==> src/rtl/ram64_arbiter_pkg.sv <==
// Shared definitions for the RAM64 two-port arbiter.
//   DATA_W / ADDR_W / DEPTH : RAM64 geometry (16-bit words, 64 entries)
//   CNT_W                   : clear-sweep counter width (must reach DEPTH)
//   state_e                 : arbiter FSM encoding (INIT=0, IDLE=1, ACC=2)
package ram64_arbiter_pkg;

    localparam int DATA_W = 16;
    localparam int ADDR_W = 6;
    localparam int DEPTH  = 64;
    localparam int CNT_W  = 7;

    // Counter value at which the sweep has written every address.
    localparam logic [CNT_W-1:0] SWEEP_END = CNT_W'(DEPTH);

    typedef enum logic [1:0] {
        ST_INIT = 2'd0,
        ST_IDLE = 2'd1,
        ST_ACC  = 2'd2
    } state_e;

endpackage

==> src/rtl/ram64_arbiter_rr_arb2.sv <==
// Combinational 2-way round-robin chooser.
//   eligible[1:0] : per-requester eligibility
//   prio          : requester that wins when both are eligible
//   valid         : at least one requester is eligible
//   winner        : index of the granted requester (meaningful when valid)
module rr_arb2 (
    input  logic [1:0] eligible,
    input  logic       prio,
    output logic       valid,
    output logic       winner
);

    // Pick the single eligible requester, or the prioritised one on a tie.
    always_comb begin
        valid  = |eligible;
        winner = 1'b0;
        case (eligible)
            2'b01:   winner = 1'b0;
            2'b10:   winner = 1'b1;
            2'b11:   winner = prio;
            default: winner = 1'b0;
        endcase
    end

endmodule

==> src/rtl/ram64_arbiter.sv <==
// Two-port front end for one RAM64 (16-bit data, 6-bit address, combinational
// read). Clears the RAM after reset, then shares it between two requesters
// with round-robin priority. Every RAM input comes straight from a register.
//   clk, rst_n                          : clock, synchronous active-low reset
//   req_x, we_x, addr_x, wdata_x        : requester x access (held until ack_x)
//   ack_x, rdata_x                      : one-cycle completion, read data
//   ram_in, ram_load, ram_address       : registered RAM64 inputs
//   ram_out                             : RAM64 combinational read data
//   busy                                : high during reset and the clear sweep
module ram64_arbiter
    import ram64_arbiter_pkg::*;
#(
    parameter bit                CLEAR_ON_RESET = 1'b1,
    parameter logic [DATA_W-1:0] INIT_VALUE     = 16'h0000
) (
    input  logic              clk,
    input  logic              rst_n,
    input  logic              req_0,
    input  logic              we_0,
    input  logic [ADDR_W-1:0] addr_0,
    input  logic [DATA_W-1:0] wdata_0,
    output logic              ack_0,
    output logic [DATA_W-1:0] rdata_0,
    input  logic              req_1,
    input  logic              we_1,
    input  logic [ADDR_W-1:0] addr_1,
    input  logic [DATA_W-1:0] wdata_1,
    output logic              ack_1,
    output logic [DATA_W-1:0] rdata_1,
    output logic [DATA_W-1:0] ram_in,
    output logic              ram_load,
    output logic [ADDR_W-1:0] ram_address,
    input  logic [DATA_W-1:0] ram_out,
    output logic              busy
);

    localparam state_e RESET_STATE = CLEAR_ON_RESET ? ST_INIT : ST_IDLE;

    state_e            state_r, state_s;
    logic [CNT_W-1:0]  cnt_r, cnt_s;
    logic              prio_r, prio_s;
    logic              owner_r, owner_s;
    logic [ADDR_W-1:0] ram_address_r, ram_address_s;
    logic [DATA_W-1:0] ram_in_r, ram_in_s;
    logic              ram_load_r, ram_load_s;
    logic              ack_0_r, ack_0_s, ack_1_r, ack_1_s;
    logic [DATA_W-1:0] rdata_0_r, rdata_0_s, rdata_1_r, rdata_1_s;
    logic              busy_r, busy_s;
    logic [1:0]        eligible_s;
    logic              grant_valid_s;
    logic              winner_s;

    // A request being acknowledged this cycle must not be granted again.
    assign eligible_s = {req_1 & ~ack_1_r, req_0 & ~ack_0_r};

    rr_arb2 u_rr_arb2 (
        .eligible (eligible_s),
        .prio     (prio_r),
        .valid    (grant_valid_s),
        .winner   (winner_s)
    );

    // Next-state and next-output logic for the sweep / arbitrate / access FSM.
    always_comb begin
        state_s       = state_r;
        cnt_s         = cnt_r;
        prio_s        = prio_r;
        owner_s       = owner_r;
        ram_address_s = ram_address_r;
        ram_in_s      = ram_in_r;
        ram_load_s    = 1'b0;
        ack_0_s       = 1'b0;
        ack_1_s       = 1'b0;
        rdata_0_s     = rdata_0_r;
        rdata_1_s     = rdata_1_r;
        busy_s        = busy_r;
        case (state_r)
            ST_INIT: begin
                if (cnt_r == SWEEP_END) begin
                    busy_s  = 1'b0;
                    state_s = ST_IDLE;
                end else begin
                    ram_address_s = cnt_r[ADDR_W-1:0];
                    ram_in_s      = INIT_VALUE;
                    ram_load_s    = 1'b1;
                    cnt_s         = cnt_r + 7'd1;
                end
            end
            ST_IDLE: begin
                busy_s = 1'b0;
                if (grant_valid_s) begin
                    owner_s       = winner_s;
                    prio_s        = ~winner_s;
                    ram_address_s = winner_s ? addr_1 : addr_0;
                    ram_in_s      = winner_s ? wdata_1 : wdata_0;
                    ram_load_s    = winner_s ? we_1 : we_0;
                    state_s       = ST_ACC;
                end else begin
                    state_s = ST_IDLE;
                end
            end
            ST_ACC: begin
                // ram_out is valid now for a read; a write commits at this edge.
                state_s = ST_IDLE;
                if (owner_r) begin
                    ack_1_s = 1'b1;
                    if (!ram_load_r) begin
                        rdata_1_s = ram_out;
                    end else begin
                        rdata_1_s = rdata_1_r;
                    end
                end else begin
                    ack_0_s = 1'b1;
                    if (!ram_load_r) begin
                        rdata_0_s = ram_out;
                    end else begin
                        rdata_0_s = rdata_0_r;
                    end
                end
            end
            default: begin
                state_s = RESET_STATE;
            end
        endcase
    end

    // State and output registers with synchronous active-low reset.
    always_ff @(posedge clk) begin
        if (!rst_n) begin
            state_r       <= RESET_STATE;
            cnt_r         <= 7'd0;
            prio_r        <= 1'b0;
            owner_r       <= 1'b0;
            ram_address_r <= 6'd0;
            ram_in_r      <= INIT_VALUE;
            ram_load_r    <= 1'b0;
            ack_0_r       <= 1'b0;
            ack_1_r       <= 1'b0;
            rdata_0_r     <= 16'h0000;
            rdata_1_r     <= 16'h0000;
            busy_r        <= 1'b1;
        end else begin
            state_r       <= state_s;
            cnt_r         <= cnt_s;
            prio_r        <= prio_s;
            owner_r       <= owner_s;
            ram_address_r <= ram_address_s;
            ram_in_r      <= ram_in_s;
            ram_load_r    <= ram_load_s;
            ack_0_r       <= ack_0_s;
            ack_1_r       <= ack_1_s;
            rdata_0_r     <= rdata_0_s;
            rdata_1_r     <= rdata_1_s;
            busy_r        <= busy_s;
        end
    end

    assign ram_address = ram_address_r;
    assign ram_in      = ram_in_r;
    assign ram_load    = ram_load_r;
    assign ack_0       = ack_0_r;
    assign ack_1       = ack_1_r;
    assign rdata_0     = rdata_0_r;
    assign rdata_1     = rdata_1_r;
    assign busy        = busy_r;

endmodule

==> config.mk <==
export PLATFORM = sky130hd
export DESIGN_NAME = ram64_arbiter
export DESIGN_NICKNAME = d
export VERILOG_FILES = /design/src/rtl/ram64_arbiter_pkg.sv /design/src/rtl/ram64_arbiter_rr_arb2.sv /design/src/rtl/ram64_arbiter.sv
export SDC_FILE = /design/constraint.sdc
export NUM_CORES = 1
export LEC_CHECK = 0
export CAP_MARGIN = 20
export CORE_MARGIN = 2
export CORE_UTILIZATION = 43
export DETAILED_ROUTE_END_ITERATION = 16
export HOLD_SLACK_MARGIN = 0.15
export PLACE_DENSITY = 0.86
export SLEW_MARGIN = 5
export SYNTH_ARGS = -nofsm -noshare
export SYNTH_HDL_FRONTEND = slang
export SYNTH_HIERARCHICAL = 1
export SYNTH_SLANG_ARGS = --single-unit
==> constraint.sdc <==
create_clock -name clk -period 2.51 [get_ports clk]
set_input_delay 0.6275 -clock clk [delete_from_list [all_inputs] [get_ports clk]]
set_output_delay 0.6275 -clock clk [all_outputs]
set_load 0.02 [all_outputs]
Word-level counts from Yosys, hierarchy flattened

Index checks and enable logic that the tools add are counted.

Add/subtract/negate cells: 1
Equal/unequal tests: 8
Multiplexer cells: 20
Bitwise gates (word level): 8
Reduce and logical (&&, ||, !) cells: 10

Operators with widths:

| kind                  | number |
|---|---|
| $mux W16              | 3 |
| $pmux W16 S2          | 1 |
| $mux W6               | 3 |
| $pmux W6 S2           | 1 |
| $reduce_and A3 Y1     | 3 |
| $reduce_and A2 Y1     | 4 |
| $add A7 B1 Y7 const B | 1 |
| $eq A7 B7 Y1 const B  | 1 |
| $eq A2 B2 Y1 const B  | 3 |
| $mux W1               | 6 |
| $ne A2 B2 Y1 const B  | 3 |
| $not A1 Y1            | 6 |
| $pmux W1 S2           | 3 |
| $pmux W2 S3           | 1 |
| $mux W2               | 2 |
| $and A1 B1 Y1         | 2 |
| $eq A2 B1 Y1 const B  | 1 |
| $logic_not A2 Y1      | 1 |
| $reduce_bool A2 Y1    | 1 |
| $reduce_or A2 Y1      | 1 |

Flip-flop bits (word level): 69
Bits of input ports: 66
Output and inout port bits: 58
Logic and storage cells: 59

Logic depth before layout (Yosys ltp)

Word-level depth: 7
Mapped depth: 8
Gate-level depth less buffers: 6

Modules after synthesis

Netlist, hierarchy kept.

Modules (own cells, without submodules):

| module        | times used | cells an instance | area an instance (µm²) |
|---|---|---|---|
| ram64_arbiter | 1          | 348               | 3,039.2 |
| rr_arb2       | 1          | 3                 | 17.5 |

Least setup slack after synthesis

Ideal clock, no wire load.

Path type: input to register
Start point: input port req_1
End point: register ram_in_r[10] (netlist: ram_in[10])
Setup time: 0.128 ns
Arrival: 1.907 ns
Required time: 2.382 ns
Path slack: 0.475 ns
Stages on the path: 7
Path buffers: 2
Cell sequence: nor2b_1 a21boi_1 buf_2 buf_1 mux2_2 nand3_1 o21ai_0

Word-level cells in the longest chain between the ends: 6
Elaborated cells between the ends (all ways): 10
Those cells by class: eq/ne (3); mux (4); bitwise (1); reduce/logical (2)

Ends and longest elaborated chain:

| element                | line                        | source |
|---|---|---|
| start: declaration     | ram64_arbiter.sv:24         | `input logic req_1,` |
| $and A1 B1 Y1 (*)      | ram64_arbiter.sv:54         | `assign eligible_s = {req_1 & ~ack_1_r, req_0 & ~ack_0_r};` |
| $eq A2 B2 Y1           | ram64_arbiter_rr_arb2.sv:17 | `case (eligible)` |
| $pmux W1 S2 (*)        | ram64_arbiter_rr_arb2.sv:17 |  |
| via winner_s           | ram64_arbiter.sv:51         | `logic winner_s;` |
| $mux W16 (*)           | ram64_arbiter.sv:95         | `ram_in_s = winner_s ? wdata_1 : wdata_0;` |
| $mux W16 (*)           | ram64_arbiter.sv:91         | `if (grant_valid_s) begin` |
| $pmux W16 S2 (*)       | ram64_arbiter.sv:77         | `case (state_r)` |
| end signal: assignment | ram64_arbiter.sv:148        | `ram_in_r <= ram_in_s;` |
| end: declaration       | ram64_arbiter.sv:44         | `logic [DATA_W-1:0] ram_in_r, ram_in_s;` |

Mark *: on every way through the listed nets, which the timed path passes. The rest lies on a longest branch. The select of a mux whose other input is x is not followed.
A chain may end at the register's enable or synchronous reset.

Final worst setup path

Start point: register state_r[0]
End point: register ram_in_r[8] (netlist: ram_in[8])

Word-level cells in the longest chain between the ends: 3
Elaborated cells between the ends (all ways): 7
Those cells by class: eq/ne (3); mux (1); reduce/logical (3)

Ends and longest elaborated chain:

| element                                                                    | line                 | source |
|---|---|---|
| start: declaration                                                         | ram64_arbiter.sv:39  | `state_e state_r, state_s;` |
| start signal: assignment                                                   | ram64_arbiter.sv:143 | `state_r <= state_s;` |
| $eq A2 B1 Y1 / $logic_not A2 Y1 (equally long branches)                    | ram64_arbiter.sv:77  |  |
| $ne A2 B2 Y1 (no source line) / $reduce_bool A2 Y1 (equally long branches) | --                   |  |
| $reduce_and A3 Y1 (no source line)                                         | --                   |  |

Parallel ways exist; a longest one is shown, timed or not.

==> flow_metrics.tcl <==
set metrics [dict create \
    timing.critical_path.max_delay_family "simple AND/OR/NAND/NOR gates" \
    ctsHtreeMaxLevel 3 \
    grt_max_degree 77 \
    layout.cells.non_filler 566 \
    setup_repair_after_global_routing_missed_its_margin "no" \
    finalHoldWorstSlack_ns 0.462 \
    min_path_cells 2 \
    grt_pass1_vias 2751 \
    syn_to_final_growth_pct 49.6 \
    total_routing_usage_gr_pct 20.3 \
    wire_per_inst_um 13.7 \
    core-area_sq_mm 0.00683 \
    fin_tns_setup_ns 0 \
    outcome "finished clean" \
    postSynthNetCount 419 \
    final_net_count 533 \
    synth.cell_area_sq_mm 0.00306 \
    critical_path_type "reg -> reg" \
    seqCellArea_sq_mm 0.00138 \
    diodes 0 \
    postCtsSetupRepairBufs 0 \
    multi_input_area_sq_mm 0.00154 \
    r2r_setup_slack_ns 0.44 \
    dieWidth_um 88.3 \
    worst_ir_drop_vdd_v 0.000289 \
    vias 2834 \
    drt-pass1-iter-count 4 \
    first_iter_violations 45 \
    final_min_period_over_clock_period_pct 82.4 \
    grt_overflow 0 \
    hp_class "reg -> reg" \
    crit_path_max_fanout 16 \
    seq_area_frac_synth_pct 45.2 \
    leading_cell_type_in_the_layout_fill_and_taps_excluded "clkdlybuf4s50_1" \
    die_height_um 88.3 \
    power_leakage_uw 0.00156 \
    max_slew.worst_pin.slew_ns 0.658 \
    grt_antenna_before_repair 0 \
    tritoncts "yes" \
    fin_area_sq_mm 0.00457 \
    worstSetupPathDepth 4 \
    synthCells 351 \
    post-route-min-period_ns 2.07 \
    timing.critical_path.from "state_r[0]" \
    reg2reg_depth 4 \
    worst_path_largest_cell_delay_ns 0.65 \
    total_placed_cells_including_tap_cells 550 \
    syn_area_per_cell_sq_um 8.71 \
    worst_clock_skew_ns 0.00874 \
    cellPowerDensity_mw_per_mm2 496 \
    port_buffers 123 \
    critPathRequiredTime_ns 2.79 \
    timing.final.setup_violations 0 \
    first_pass_grt_wire_length_mm 12.3 \
    clk_path_buf_depth 2 \
    place_congestion 0.806 \
    num_rows 30 \
    cp.arrival_ns 2.35 \
    post_drt_via_cell_ratio 5.01 \
    report.final.hold_viol_count 0 \
    cp-endpoint "ram_in[8]" \
    highest_delay_cell_along_the_critical_path "dfxtp_1" \
    layout-drive-gt1-share_pct 9.57 \
    yosysUniqueCellTypes 36 \
    yosys_warnings 6 \
    clock_insertion_delay_worst_skew_ns 0.35 \
    boundaryPins 124 \
    path_clk_slew_ns 0.07 \
    numCtsBuffers 9 \
    critical_path.n_buffers_inverters 0 \
    post_cts_hold_buffer_count 0 \
    dp.final_hpwl_mm 5.53 \
    drt_drc_violations_left 0 \
    end_kind "flip-flop" \
    cts_sinks 69 \
    r2r-start "state_r[0]" \
    n_fill_cell 581 \
    timing.critical_path.cells "and2b_1, and2_1, nand3_1, o21ai_0" \
    routed_wirelength_mm 7.73 \
    detailed_place.area_sq_mm 0.00436 \
    fp.dieArea_sq_mm 0.00780 \
    reg2reg_to "ram_in[8]" \
    maxClockFrequency_mhz 484 \
    floorplan.initialDensity_pct 44.7 \
    ys_ff_latch 69 \
    timing.slew.headroom_pct 56.0 \
    cap_violations 0 \
    timing.critical_path.from_type "flip-flop" \
    final_antenna_net_count 0 \
    layout.cells.most_common_list "clkdlybuf4s50_1, nand2_1, dfxtp_1, a21boi_0, o21ai_0" \
    drv_slew 0 \
    ctsResizeCount 0 \
    cell_at_the_root_of_the_clock_tree "clkbuf_8" \
]
## cell usage after synthesis
library cell	instances	share of area, %
a21boi_0	32	7.9
a21boi_1	3	0.74
a221oi_4	1	0.86
a311oi_2	1	0.49
and2_1	6	1.2
and2b_1	1	0.25
and3_1	4	0.82
and4b_1	2	0.65
buf_1	1	0.12
buf_2	8	1.3
buf_4	2	0.49
buf_6	1	0.37
clkbuf_1	13	1.6
dfxtp_1	69	45
ha_1	2	0.82
inv_1	5	0.61
mux2_2	16	5.9
mux2i_1	8	2.6
nand2_1	100	12
nand2b_1	1	0.20
nand3_1	19	3.1
nand3b_1	2	0.49
nand4_1	1	0.20
nor2_1	3	0.37
nor2b_1	3	0.61
nor3_2	1	0.33
nor3b_1	2	0.49
nor4b_4	2	1.6
o2111ai_1	6	1.7
o21ai_0	26	4.3
o21ai_1	2	0.33
or2_1	1	0.20
or3_1	2	0.41
or3b_4	1	0.37
xnor2_1	3	0.86
xor2_1	1	0.29
## registers in the layout, indices dropped and copies added, names as in the netlist
| signal | flops |
|---|---|
| ack_0 | 1 |
| ram_address | 6 |
| busy | 1 |
| prio_r | 1 |
| ack_1 | 1 |
| state_r | 2 |
| owner_r | 1 |
| cnt_r | 7 |
| ram_in | 16 |
| rdata_0 | 16 |
| ram_load | 1 |
| rdata_1 | 16 |
## through the flow
step | util [%] | worst slack (ns) | total power [uW]
floorplan | - | 0.475 | 1220
global route | 66.9 | 0.247 | 2340
detailed placement | 63.9 | 0.0864 | 1350
finish | 66.9 | 0.442 | 2270
CTS | 66.9 | 0.449 | 2280
global placement | 63.9 | 0.121 | 1350
## worst min path at each step
stage	startpoint	endpoint	slack (ns)
final	ram_in[9]	ram_in[9]	0.46
after floorplan	cnt_r[1]	cnt_r[1]	0.47
after detailed placement	ram_in[0]	ram_in[0]	0.44
after global routing	rdata_1[12]	rdata_1[12]	0.48
after CTS	ram_in[9]	ram_in[9]	0.46
after global placement	ram_in[3]	ram_in[3]	0.44
## cells by family after synthesis
group	share of synthesized area, %
multiplexers	8.51
AO/OA/AOI/OAI	16.3
flip-flops	45.2
adder cells (fa/ha/maj)	0.819
AND/OR/NAND/NOR	23.6
XOR/XNOR	1.15
buffers and inverters	4.50
## report_power, final
| group | switching, uW | internal [uW] | leakage (uW) |
|---|---|---|---|
| Combinational | 72.3 | 142 | 0.000888 |
| Sequential | 8.94 | 1100 | 0.000557 |
| Clock | 407 | 535 | 0.000112 |
## per-layer routing
metal,wire length [um],GRT usage [%]
met1,3230,23.8
met3,726,8.02
met2,3720,34.2
met4,53,6.20
met5,0,0
## cell type report
cell class / count / share of cell area, %
Timing Repair Buffer: 128 / 28.5
Sequential cell: 69 / 30.2
Clock buffer: 12 / 3.61
Tap cell: 96 / 2.63
Clock inverter: 4 / 0.985
Multi-Input combinational cell: 252 / 33.7
Inverter: 5 / 0.410
## tightest hold or removal path, delay by kind of cell, from the launching register on
family	cells	cell delay, ns
and+or+nand+nor	1	0.05
DFF	1	0.31
AOI/OAI and AO/OA	1	0.06
Power figures use the tool's default switching activity.
